<file path="src/rtl/key_pulse_gen.sv">
// Push-button conditioner: per-key two-flop synchroniser, debounce FSM and
// counter, and a serialiser that emits one single-cycle pulse per confirmed press.
module key_pulse_gen #(
  parameter int NUM_KEYS        = 3,
  parameter int DEBOUNCE_CYCLES = 1000000,
  parameter int CNT_W           = 20
) (
  input  logic                clk,
  input  logic                rst,
  input  logic [NUM_KEYS-1:0] key_n,
  output logic [NUM_KEYS-1:0] press_pulse,
  output logic [NUM_KEYS-1:0] key_level,
  output logic                any_held
);

  typedef enum logic [1:0] {
    IDLE,
    PRESS_WAIT,
    HELD,
    RELEASE_WAIT
  } state_t;

  // A wait state is left on the cycle its counter would step to DEBOUNCE_CYCLES-1.
  localparam logic [CNT_W-1:0] CNT_LAST = CNT_W'(DEBOUNCE_CYCLES - 2);
  localparam logic [CNT_W-1:0] CNT_ONE  = CNT_W'(1);

  logic [NUM_KEYS-1:0] sync1_q, sync1_d;
  logic [NUM_KEYS-1:0] sync2_q, sync2_d;
  state_t              state_q [NUM_KEYS];
  state_t              state_d [NUM_KEYS];
  logic [CNT_W-1:0]    cnt_q   [NUM_KEYS];
  logic [CNT_W-1:0]    cnt_d   [NUM_KEYS];
  logic [NUM_KEYS-1:0] req_q, req_d;
  logic [NUM_KEYS-1:0] pending_q, pending_d;
  logic [NUM_KEYS-1:0] pulse_q, pulse_d;
  logic [NUM_KEYS-1:0] pend_all;
  logic [NUM_KEYS-1:0] grant;
  logic                found;

  always_comb begin
    sync1_d = key_n;
    sync2_d = sync1_q;
  end

  always_comb begin
    state_d = state_q;
    cnt_d   = cnt_q;
    req_d   = '0;
    for (int i = 0; i < NUM_KEYS; i++) begin
      case (state_q[i])
        IDLE: begin
          if (!sync2_q[i]) begin
            state_d[i] = PRESS_WAIT;
            cnt_d[i]   = '0;
          end
        end
        PRESS_WAIT: begin
          if (sync2_q[i]) begin
            state_d[i] = IDLE;
            cnt_d[i]   = '0;
          end else if (cnt_q[i] == CNT_LAST) begin
            state_d[i] = HELD;
            cnt_d[i]   = '0;
            req_d[i]   = 1'b1;
          end else begin
            cnt_d[i] = cnt_q[i] + CNT_ONE;
          end
        end
        HELD: begin
          if (sync2_q[i]) begin
            state_d[i] = RELEASE_WAIT;
            cnt_d[i]   = '0;
          end
        end
        RELEASE_WAIT: begin
          if (!sync2_q[i]) begin
            state_d[i] = HELD;
            cnt_d[i]   = '0;
          end else if (cnt_q[i] == CNT_LAST) begin
            state_d[i] = IDLE;
            cnt_d[i]   = '0;
          end else begin
            cnt_d[i] = cnt_q[i] + CNT_ONE;
          end
        end
        default: begin
          state_d[i] = IDLE;
          cnt_d[i]   = '0;
        end
      endcase
    end
  end

  // Lowest-index request wins; a request for an already pending key merges into it.
  always_comb begin
    pend_all = pending_q | req_q;
    grant    = '0;
    found    = 1'b0;
    for (int i = 0; i < NUM_KEYS; i++) begin
      if (pend_all[i] && !found) begin
        grant[i] = 1'b1;
        found    = 1'b1;
      end
    end
    pending_d = pend_all & ~grant;
    pulse_d   = grant;
  end

  always_ff @(posedge clk) begin
    if (rst) begin
      sync1_q   <= '1;
      sync2_q   <= '1;
      req_q     <= '0;
      pending_q <= '0;
      pulse_q   <= '0;
      for (int i = 0; i < NUM_KEYS; i++) begin
        state_q[i] <= IDLE;
        cnt_q[i]   <= '0;
      end
    end else begin
      sync1_q   <= sync1_d;
      sync2_q   <= sync2_d;
      req_q     <= req_d;
      pending_q <= pending_d;
      pulse_q   <= pulse_d;
      for (int i = 0; i < NUM_KEYS; i++) begin
        state_q[i] <= state_d[i];
        cnt_q[i]   <= cnt_d[i];
      end
    end
  end

  always_comb begin
    key_level = '0;
    for (int i = 0; i < NUM_KEYS; i++) begin
      key_level[i] = (state_q[i] == HELD) || (state_q[i] == RELEASE_WAIT);
    end
  end

  assign press_pulse = pulse_q;
  assign any_held    = |key_level;

endmodule

</file>
<file path="config.mk">
export PLATFORM = sky130hd
export DESIGN_NAME = key_pulse_gen
export DESIGN_NICKNAME = d
export VERILOG_FILES = /design/src/rtl/key_pulse_gen.sv
export SDC_FILE = /design/constraint.sdc
export NUM_CORES = 1
export LEC_CHECK = 0
export ABC_AREA = 0
export CAP_MARGIN = 20
export CORE_ASPECT_RATIO = 0.75
export CORE_MARGIN = 1.5
export CORE_UTILIZATION = 55
export CTS_CLUSTER_DIAMETER = 200
export DETAILED_ROUTE_END_ITERATION = 6
export MAX_ROUTING_LAYER = met4
export PLACE_DENSITY = 0.81
export SLEW_MARGIN = 20
export SYNTH_ARGS = -nofsm -noshare
export SYNTH_HDL_FRONTEND = slang
export SYNTH_SLANG_ARGS = --single-unit
</file>
<file path="constraint.sdc">
create_clock -name clk -period 2.45 [get_ports clk]
set_clock_uncertainty 0.05 [all_clocks]
set_input_delay 0.49 -clock clk [delete_from_list [all_inputs] [get_ports clk]]
set_output_delay 0.49 -clock clk [all_outputs]
set_load 0.02 [all_outputs]
</file>
==> key figures, run 1 <==
Final layout
  • Post-layout nets: ~500
  • Share of cells above drive strength 1: around a tenth
  • Non-Filler Instances: approximately 600
  • Area grow syn2layout: 12.4%
  • Inserted Diodes: 0

Clock network
  • Clock Path Buffers: 2
  • Clk sink count: 80
  • Clk root buf: clkbuf_8
  • Cts hold-fix bufs: 0
  • CTS tree: yes
  • Clk_lat worst skew: 370 ps
  • Worst-path clk slew: 90 ps
  • CTS H-tree lvls: 3
  • CTS buffer count: 9

STA
  • RSZ-0062 raised after global routing: false
  • Fin crit share: about 93%
  • Setup TNS after final layout: 0 ps
  • Setup WS post-layout: 164 ps
  • Max Fclk: 0.437 GHz
  • Final Hold Viols: 0
  • Period minus WS final: 2290 ps
  • Final max-slew violation count: 0
  • Slew headroom: 46.1%
  • Final setup violation count: 0
  • Worst Tran Pin Value: 807 ps

Global route
  • First-pass GRT wire length: 15.0 mm
  • Pin count of the biggest net entering global routing: 31
  • GR Util All Layers: between 20% and 30%
  • Antenna violations before repair: 0
  • Total grt overflow: 0
  • Vias in the first global route: 3255

Synthesis
  • Yosys top cell by area: dfxtp_1
  • Register area share after synthesis: 40.9%
  • Async SR Flop Fraction: 0%
  • Top post-synthesis cells by area: dfxtp_1 41%, a31oi_1 6.1%, nand2_1 5.1%
  • Yosys warns: 0
  • Syn_nets: 488
  • Synth top cells by count: 80 x dfxtp_1, 53 x nand2_1, 38 x a31oi_1
  • Count leader, synth: dfxtp_1
  • Unique cell type count in the Yosys netlist: 47
  • Number of synthesized flops with an enable pin: 0
  • Synth top area share: 40.9%
  • Cells after Synth: 477
  • Avg Inst Size Synth: 8.22 µm²
  • #FFs+latches synth: 80
  • Syn Std Cell Area: 0.00392 mm²
  • Top_reg_cell synth: dfxtp_1

Die
  • # IOs: 12
  • Die ar.: ~0.0076 mm²
  • Die Width: 100 µm
  • Core ar.: 0.00686 mm²
  • Initial core utilization: 57.1%
  • # rows: 26
  • Die Span Y: 76.1 µm

Route
  • Via count: between 3000 and 4000
  • Initial DRC count: 232
  • Pre-antenna DRT Iters: 7
  • Routed wire length: 8.80 mm
  • ANT nets after route: 0
  • DRC: 0
  • Wirelength per Cell: 14.8 µm
  • Drt via density: 6.08

Placed design
  • PortBufs: 11
  • Post-Place Cells: 579
  • Placer Congestion: 0.888
  • HPWL after DPL: 6.09 mm
  • DP Worst Slack: -162 ps

Critical path
  • Critical path type: register to register
  • Worst EP arrival: 2490 ps
  • Worst Path Required: around 2700 ps
  • Worst Setup End Kind: register
  • Critical path launch point type: register
  • Crit-path max FO: 16

Power and ir drop
  • Leakage power: 1.51 nW
  • Power per cell area: 513 mW/mm²
  • Peak supply drop: 0.369 mV

Status
  • Outcome: completed

Worst hold path
  • Hold Path Class: register to register

Run
  • Max-Cap Viols: 0
[sequential cells by signal, summed over array words and instances, names as in the netlist, named ones only]
register,cells
sync1_q,3
cnt_q,60
press_pulse,3
req_q,3
pending_q,2
sync2_q,3
state_q,3
[critical path, cell delays in order, from the launching register on]
cell and delay [ps]:
dfxtp_1 340, inv_1 100, ha_1 150, or4bb_1 530, nor3_2 340, a211oi_4 190, and3_1 220, a221o_1 260
[cell type report]
class                      count  area [µm²]
clock buffer                  11         141
clock inverter                 5        32.5
fill                         581        2460
inverter                      16        60.1
multi-input combinational    358        2210
sequential                    80        1600
tap                           98         123
timing repair buffer          28         238
[where the power goes]
| group | leakage [nW] | switching, W | total (W) | internal (W) |
|---|---|---|---|---|
| logic | 0.787 | 0.0000463 | 0.0000722 | 0.0000259 |
| registers | 0.646 | 0.00000468 | 0.00131 | 0.00131 |
| clock network | 0.0813 | 0.000485 | 0.000877 | 0.000392 |
[metal layers]
metal	track usage [%]	wire length, µm	up-vias
li1	-	-	1802
met1	33.6	4290	1693
met3	6.79	495	16
met5	-	0	-
met4	8.03	131	0
met2	36.3	3880	110
[cells by family after synthesis]
group / synth area share [%]
simple gates: 30.6
compound gates: 18.4
flops: 40.9
buf+inv: 4.02
xor+xnor: 2.68
mux: 1.53
fa+ha+maj: 1.92
[stage by stage]
stage | instance area [µm²] | hold slack [ps] | power (W) | utilization (%)
finish | 4400 | 361 | 0.00226 | 64.2
global route | 4400 | 382 | 0.00235 | 64.2
CTS | 4370 | 354 | 0.00227 | 63.7
detailed placement | 4190 | 344 | 0.00141 | 61.1
global placement | 4190 | 345 | 0.00141 | 61.0
floorplan | 3920 | 339 | 0.00138 | -
[path summary, 6_finish.rpt]
check	from	endpoint	slack, ps	cells past startpoint
max reg2reg	cnt_q[40]	cnt_q[54]	160	7
max	cnt_q[40]	cnt_q[54]	160	7
min	sync1_q[1]	sync2_q[1]	360	1
min reg2reg	sync1_q[1]	sync2_q[1]	360	1
[what timing repair did]
item	CTS	global route
resized for setup	1	2
buffers inserted	0	0
setup endpoints to repair	3	12
pin swaps	0	1
cloned	0	1
[cell usage in the layout, fill, tap and decap left out, drive strengths merged, types with 6 or more instances in the layout]
master | synthesis | routed
mux2i | 6 | 6
nor2 | 30 | 30
nor3 | 21 | 21
nand4 | 15 | 15
a41oi | 9 | 9
clkdlybuf4s50 | 0 | 11
or2 | 7 | 7
nand3 | 29 | 29
a22o | 7 | 7
o21ai | 13 | 13
nand2 | 53 | 53
clkbuf | 16 | 11
a31oi | 38 | 38
a21oi | 32 | 32
nand2b | 7 | 7
inv | 16 | 16
and3 | 11 | 11
buf | 8 | 17
nor4 | 11 | 11
dfxtp | 80 | 80
xnor2 | 7 | 7
ha | 6 | 6
No activity file was read; power rests on OpenSTA's default activity.
==> inputs of run 2 (changes only) <==
--- a/config.mk
+++ b/config.mk
@@ -14,7 +14,7 @@
 export DETAILED_ROUTE_END_ITERATION = 6
 export MAX_ROUTING_LAYER = met4
 export PLACE_DENSITY = 0.81
-export SLEW_MARGIN = 20
+export SLEW_MARGIN = 10
 export SYNTH_ARGS = -nofsm -noshare
 export SYNTH_HDL_FRONTEND = slang
 export SYNTH_SLANG_ARGS = --single-unit
==> run 2 against run 1 <==
Against the previous run: core utilization increased by 0.46 points; combinational power decreased by 0.7%; sequential share of layout area decreased by 0.26 points; power increased by 5.9%; cell area increased by 0.71%; final cell count decreased by 0.17%; sequential power about the same; largest power group unchanged.
==> key figures, run 2 (synthesized netlist as in run 1, its figures left out) <==
Status
  • Outcome: completed

STA
  • Setup TNS after final layout: 0 ps (unchanged)
  • Period minus WS final: 2300 ps (+14.9 ps)
  • Setup WS post-layout: 149 ps (-14.9 ps)
  • Final setup violation count: 0 (unchanged)
  • Worst Tran Pin Value: 803 ps (-4.27 ps)
  • Slew headroom: 46.5% (+0.38 points)
  • Fin crit share: 93.9% (+0.61 points)
  • Final Hold Viols: 0 (unchanged)
  • RSZ-0062 raised after global routing: false
  • Max Fclk: 0.435 GHz (-0.65%)
  • Final max-slew violation count: 0 (unchanged)

Worst hold path
  • Worst Hold Path Cells: 1 (unchanged)
  • Hold Path Class: register to register
  • Hold Path Sink: sync2_q[1]
  • HP Start: sync1_q[1]

Global route
  • GR Util All Layers: 24.8% (-0.10 points)
  • Pin count of the biggest net entering global routing: 31 (unchanged)
  • Total grt overflow: 0 (unchanged)
  • First-pass GRT wire length: 15.0 mm (about the same)
  • Antenna violations before repair: 0 (unchanged)
  • Vias in the first global route: 3292 (+1.1%)

Final layout
  • Area grow syn2layout: 13.2%
  • Biggest register: cnt_q
  • Fill count: 575 (-1.0%)
  • Share of cells above drive strength 1: 9.86% (-0.18 points)
  • Post-layout nets: 504 (unchanged)
  • Largest register FFs: 60 (unchanged)
  • Most frequent cells in the layout: 80 x dfxtp_1, 53 x nand2_1, 38 x a31oi_1, 32 x a21oi_1, 30 x nor2_1
  • Most common cell after layout, fill and taps aside: dfxtp_1
  • Inserted Diodes: 0 (unchanged)
  • Multi-input logic area: 0.00220 mm² (-0.40%)
  • Register area: 0.00160 mm² (unchanged)
  • Non-Filler Instances: 595 (-0.17%)

Critical path
  • Largest stage delay, worst path: 530 ps (about the same)
  • Reg2reg path depth: 7 (unchanged)
  • Worst path buffer plus inverter count: 1 (unchanged)
  • Crit path max-delay family: simple AND/OR/NAND/NOR gates
  • Worst Path Required: 2640 ps (-20 ps)
  • R2R setup slack: 150 ps (about the same)
  • Critical path type: register to register
  • Reg2reg end: cnt_q[54]
  • Crit-path max FO: 16 (unchanged)
  • Worst EP arrival: 2490 ps (about the same)
  • Critical path launch point type: register
  • R2r startpoint: cnt_q[40]
  • Crit-path slowest cell: or4bb_1
  • Critical path cell sequence: inv_1, ha_1, or4bb_1, nor3_2, a211oi_4, and3_1, a221o_1
  • Worst Setup End Kind: register

Placed design
  • DP Worst Slack: -128 ps (+33.9 ps)
  • HPWL after DPL: 6.14 mm (+0.92%)
  • Placer Congestion: 0.888 (unchanged)
  • Post-Place Cells: 580 (+0.17%)
  • PortBufs: 11 (unchanged)

Clock network
  • CTS tree: yes
  • CTS H-tree lvls: 3 (unchanged)
  • Clk_lat worst skew: 350 ps (-20 ps)
  • Clock Path Buffers: 2 (unchanged)
  • Clk root buf: clkbuf_8
  • Worst-path clk slew: 80 ps (about the same)
  • Postcts setup bufs: 0 (unchanged)
  • Clk sink count: 80 (unchanged)
  • CTS buffer count: 9 (unchanged)
  • Cts hold-fix bufs: 0 (unchanged)

Route
  • ANT nets after route: 0 (unchanged)
  • Via count: 3635 (+0.39%)
  • Routed wire length: 8.75 mm (-0.57%)
  • Drt via density: 6.11 (+0.56%)
  • Initial DRC count: 212 (-8.6%)
  • Wirelength per Cell: 14.7 µm (-0.40%)
  • DRC: 0 (unchanged)
  • Pre-antenna DRT Iters: 5 (-2)

Die
  • Initial core utilization: 57.1% (unchanged)
  • Die ar.: 0.00765 mm² (unchanged)
  • Core ar.: 0.00686 mm² (unchanged)
  • Die Width: 100 µm (unchanged)
  • # IOs: 12 (unchanged)
  • # rows: 26 (unchanged)
  • Die Span Y: 76.1 µm (unchanged)

Power and ir drop
  • Power per cell area: 539 mW/mm² (+5.1%)
  • Peak supply drop: 0.353 mV (-4.2%)
  • Leakage power: 1.54 nW (+1.7%)

Run
  • Max-Cap Viols: 0 (unchanged)
## run 2: changes by cell type in the layout (fill, tap and decap cells not counted), sizes merged
cell and change:
clkinv -2, a211oi -1, bufinv +1, buf +1
clkinvlp -2, clkbuf +2
## run 2: how the worst max path moves through the flow
stage	from	depth (start not counted)	to
2_1_floorplan	cnt_q[20]	8	cnt_q[38]
3_3_place_gp	rst	4	cnt_q[25]
3_5_place_dp	rst	4	cnt_q[54]
4_1_cts	cnt_q[20]	8	cnt_q[38]
5_1_grt	cnt_q[20]	7	cnt_q[21]
6_report	cnt_q[40]	7	cnt_q[54]
## run 2: routing by layer
layer	GRT usage (%)	vias to the layer above	wire length [µm]
met4	7.89	0	103
met2	36.5	119	3870
li1	-	1803	-
met3	6.42	10	516
met1	33.4	1703	4260
met5	-	-	0
## run 2: worst reg2reg max path: cells and delay by family (launching register included)
family / cells / cell delay [ps]
flops: 1 / 340
buf+inv: 1 / 100
compound gates: 2 / 450
simple gates: 3 / 1090
fa+ha+maj: 1 / 150
## run 2: through the flow
stage / cell area (µm²) / total power (W) / hold WS (ps) / utilization, %
after detailed placement: 4190 / 0.00141 / 349 / 61.1
after CTS: 4410 / 0.00241 / 360 / 64.2
after global routing: 4440 / 0.00247 / 382 / 64.6
after global placement: 4190 / 0.00141 / 345 / 61.0
after floorplan: 3920 / 0.00138 / 339 / -
final: 4440 / 0.00239 / 355 / 64.6
## run 2: cell type report
| cell class | count | share of cell area, % |
|---|---|---|
| tap | 98 | 2.76 |
| sequential | 80 | 36.1 |
| clock inverter | 2 | 0.846 |
| timing repair buffer | 29 | 5.53 |
| clock buffer | 13 | 3.81 |
| multi-input combinational | 357 | 49.6 |
| inverter | 16 | 1.35 |
## run 2: timing repair
| action | 4_1_cts | 5_1_grt |
|---|---|---|
| endpoints found under the setup margin | 1 | 8 |
| cloned | 0 | 0 |
| resized for setup | 1 | 3 |
## run 2: power breakdown
part / switching, W / internal (W)
Sequential: 0.00000460 / 0.00131
Combinational: 0.0000457 / 0.0000259
Clock: 0.000460 / 0.000550
==> inputs of run 3 (changes only) <==
==> constraint.sdc (replaced) <==
create_clock -name clk -period 2.45 [get_ports clk]
set_clock_uncertainty 0.05 [all_clocks]
set_input_delay 0.49 -clock clk [delete_from_list [all_inputs] [get_ports clk]]
set_output_delay 0.49 -clock clk [all_outputs]
set_load 0.05 [all_outputs]
==> run 3 against run 2 <==
Against the previous run: final cell count is the same; critical path type is now register to output port; die area unchanged; critical endpoint is now any_held; count of clock-buffer cells in the layout decreased by 2; power is 3.6% higher; fmax fell by 2.9%; non-clock buffer count did not move; register-to-register slack hardly changed; clock power rose by 8%; routed wire length rose by 0.13%; global-route usage is 0.18 points lower; setup slack lost 69 ps.
==> key figures, run 3 (synthesized netlist as in run 1, its figures left out) <==
Worst hold path
  • Hold Path Class: register to register

STA
  • Slew headroom: 46.5% (about the same)
  • Final setup violation count: 0 (unchanged)
  • Setup WS post-layout: 80.0 ps (-69.1 ps)
  • RSZ-0062 raised after global routing: false
  • Fin crit share: 96.7% (+2.8 points)
  • Min Hold Slack: 352 ps (-3.53 ps)
  • Worst Tran Pin Value: 803 ps (-0.219 ps)
  • Period minus WS final: 2370 ps (+69.1 ps)
  • Final Hold Viols: 0 (unchanged)
  • Final max-slew violation count: 0 (unchanged)
  • Max Fclk: 0.422 GHz (-2.9%)

Route
  • Wirelength per Cell: 14.7 µm (+0.13%)
  • Pre-antenna DRT Iters: 4 (-1)
  • ANT nets after route: 0 (unchanged)
  • Drt via density: 6.08 (-0.55%)
  • DRC: 0 (unchanged)
  • Via count: 3615 (-0.55%)
  • Routed wire length: 8.76 mm (+0.13%)
  • Initial DRC count: 235 (+11%)

Die
  • Core ar.: 0.00686 mm² (unchanged)
  • Die Span Y: 76.1 µm (unchanged)
  • # rows: 26 (unchanged)
  • # IOs: 12 (unchanged)
  • Die ar.: 0.00765 mm² (unchanged)
  • Initial core utilization: 57.1% (unchanged)
  • Die Width: 100 µm (unchanged)

Critical path
  • Worst path buffer plus inverter count: 1 (unchanged)
  • Critical path type: register to output port
  • Crit-path slowest cell: clkdlybuf4s50_1
  • R2R setup slack: 150 ps (about the same)
  • Critical path cell sequence: or3_1, clkdlybuf4s50_1
  • Worst EP arrival: 1830 ps (-660 ps)
  • Reg2reg end: cnt_q[44]
  • Crit path depth: 2 (-5)
  • R2r startpoint: cnt_q[40]
  • Critical path launch point type: register
  • Worst Setup End Kind: output port
  • Reg2reg path depth: 8 (+1)
  • Largest stage delay, worst path: 700 ps (+170 ps)
  • Worst Path Required: 1910 ps (-730 ps)
  • Crit path max-delay family: buffers and inverters
  • Crit-path max FO: 5 (-11)
  • Worst setup path end: any_held

Placed design
  • PortBufs: 11 (unchanged)
  • HPWL after DPL: 6.16 mm (+0.31%)
  • DP Worst Slack: -60.2 ps (+68.0 ps)
  • Post-Place Cells: 579 (-0.17%)
  • Placer Congestion: 0.888 (unchanged)

Clock network
  • Clk sink count: 80 (unchanged)
  • Postcts setup bufs: 0 (unchanged)
  • Clk root buf: clkbuf_8
  • Clk_lat worst skew: 360 ps (about the same)
  • Worst-path clk slew: 80 ps (about the same)
  • CTS tree: yes
  • CTS H-tree lvls: 3 (unchanged)
  • Clock Path Buffers: 2 (unchanged)
  • CTS buffer count: 9 (unchanged)

Global route
  • Antenna violations before repair: 0 (unchanged)
  • Vias in the first global route: 3326 (+1.0%)
  • Pin count of the biggest net entering global routing: 31 (unchanged)
  • First-pass GRT wire length: 14.8 mm (-0.83%)
  • GR Util All Layers: 24.6% (-0.18 points)
  • Total grt overflow: 0 (unchanged)

Final layout
  • Largest register FFs: 60 (unchanged)
  • Fill count: 562 (-2.3%)
  • Non-Filler Instances: 595 (unchanged)
  • Inserted Diodes: 0 (unchanged)
  • Biggest register: cnt_q
  • Most common cell after layout, fill and taps aside: dfxtp_1
  • Area grow syn2layout: 13.4%
  • Most frequent cells in the layout: 79 x dfxtp_1, 53 x nand2_1, 38 x a31oi_1, 32 x a21oi_1, 30 x nor2_1
  • Multi-input logic area: 0.00219 mm² (-0.57%)
  • Share of cells above drive strength 1: 9.86% (unchanged)
  • Register area: 0.00160 mm² (about the same)
  • Post-layout nets: 504 (unchanged)

Power and ir drop
  • Power per cell area: 557 mW/mm² (+3.4%)
  • Peak supply drop: 0.368 mV (+4.3%)
  • Power Total: 0.00248 W (+3.6%)
  • Leakage power: 1.55 nW (+0.52%)

Run
  • Max-Cap Viols: 0 (unchanged)

Status
  • Outcome: completed
==> run 3: cell type report <==
type	count	share of cell area, %
multi-input cells	357	49.2
flip-flops and latches	80	36.1
repair buffers	29	5.46
clock buffers	11	3.41
well taps	98	2.76
clock inverters	4	1.72
inverters	16	1.35
==> run 3: routing by layer <==
metal,vias to the layer above,GRT usage (%),share of wire [%]
met5,-,-,0
met4,0,8.03,1.3
met3,13,5.87,5.3
met2,105,37.5,45
met1,1694,32.3,48
li1,1803,-,-
==> run 3: stage by stage <==
step           setup TNS, ps  util, %  area, µm²
2_1_floorplan              0        -       3920
3_3_place_gp            -627     60.9       4180
3_5_place_dp            -406     61.0       4190
4_1_cts                    0     64.5       4430
5_1_grt                    0     64.7       4440
6_report                   0     64.7       4440
==> run 3: power breakdown <==
part	switching [W]	internal, W
logic	0.0000459	0.0000264
registers	0.00000459	0.00131
clock network	0.000467	0.000627
==> run 3: how the worst min path moves through the flow <==
| stage | startpoint | endpoint | slack (ps) | cells after the start |
|---|---|---|---|---|
| 2_1_floorplan | sync1_q[0] | sync2_q[0] | 340 | 1 |
| 3_3_place_gp | sync1_q[1] | sync2_q[1] | 340 | 1 |
| 3_5_place_dp | sync1_q[1] | sync2_q[1] | 350 | 1 |
| 4_1_cts | sync1_q[1] | sync2_q[1] | 360 | 1 |
| 5_1_grt | sync1_q[1] | sync2_q[1] | 370 | 1 |
| 6_report | sync1_q[1] | sync2_q[1] | 350 | 1 |
==> run 3: repair_timing <==
action	in CTS	in global routing
endpoints found under the hold margin	0	0
gates resized for setup	2	2
cloned	0	0
pin swaps	0	2
setup endpoints to repair	1	13
hold buffers	0	0
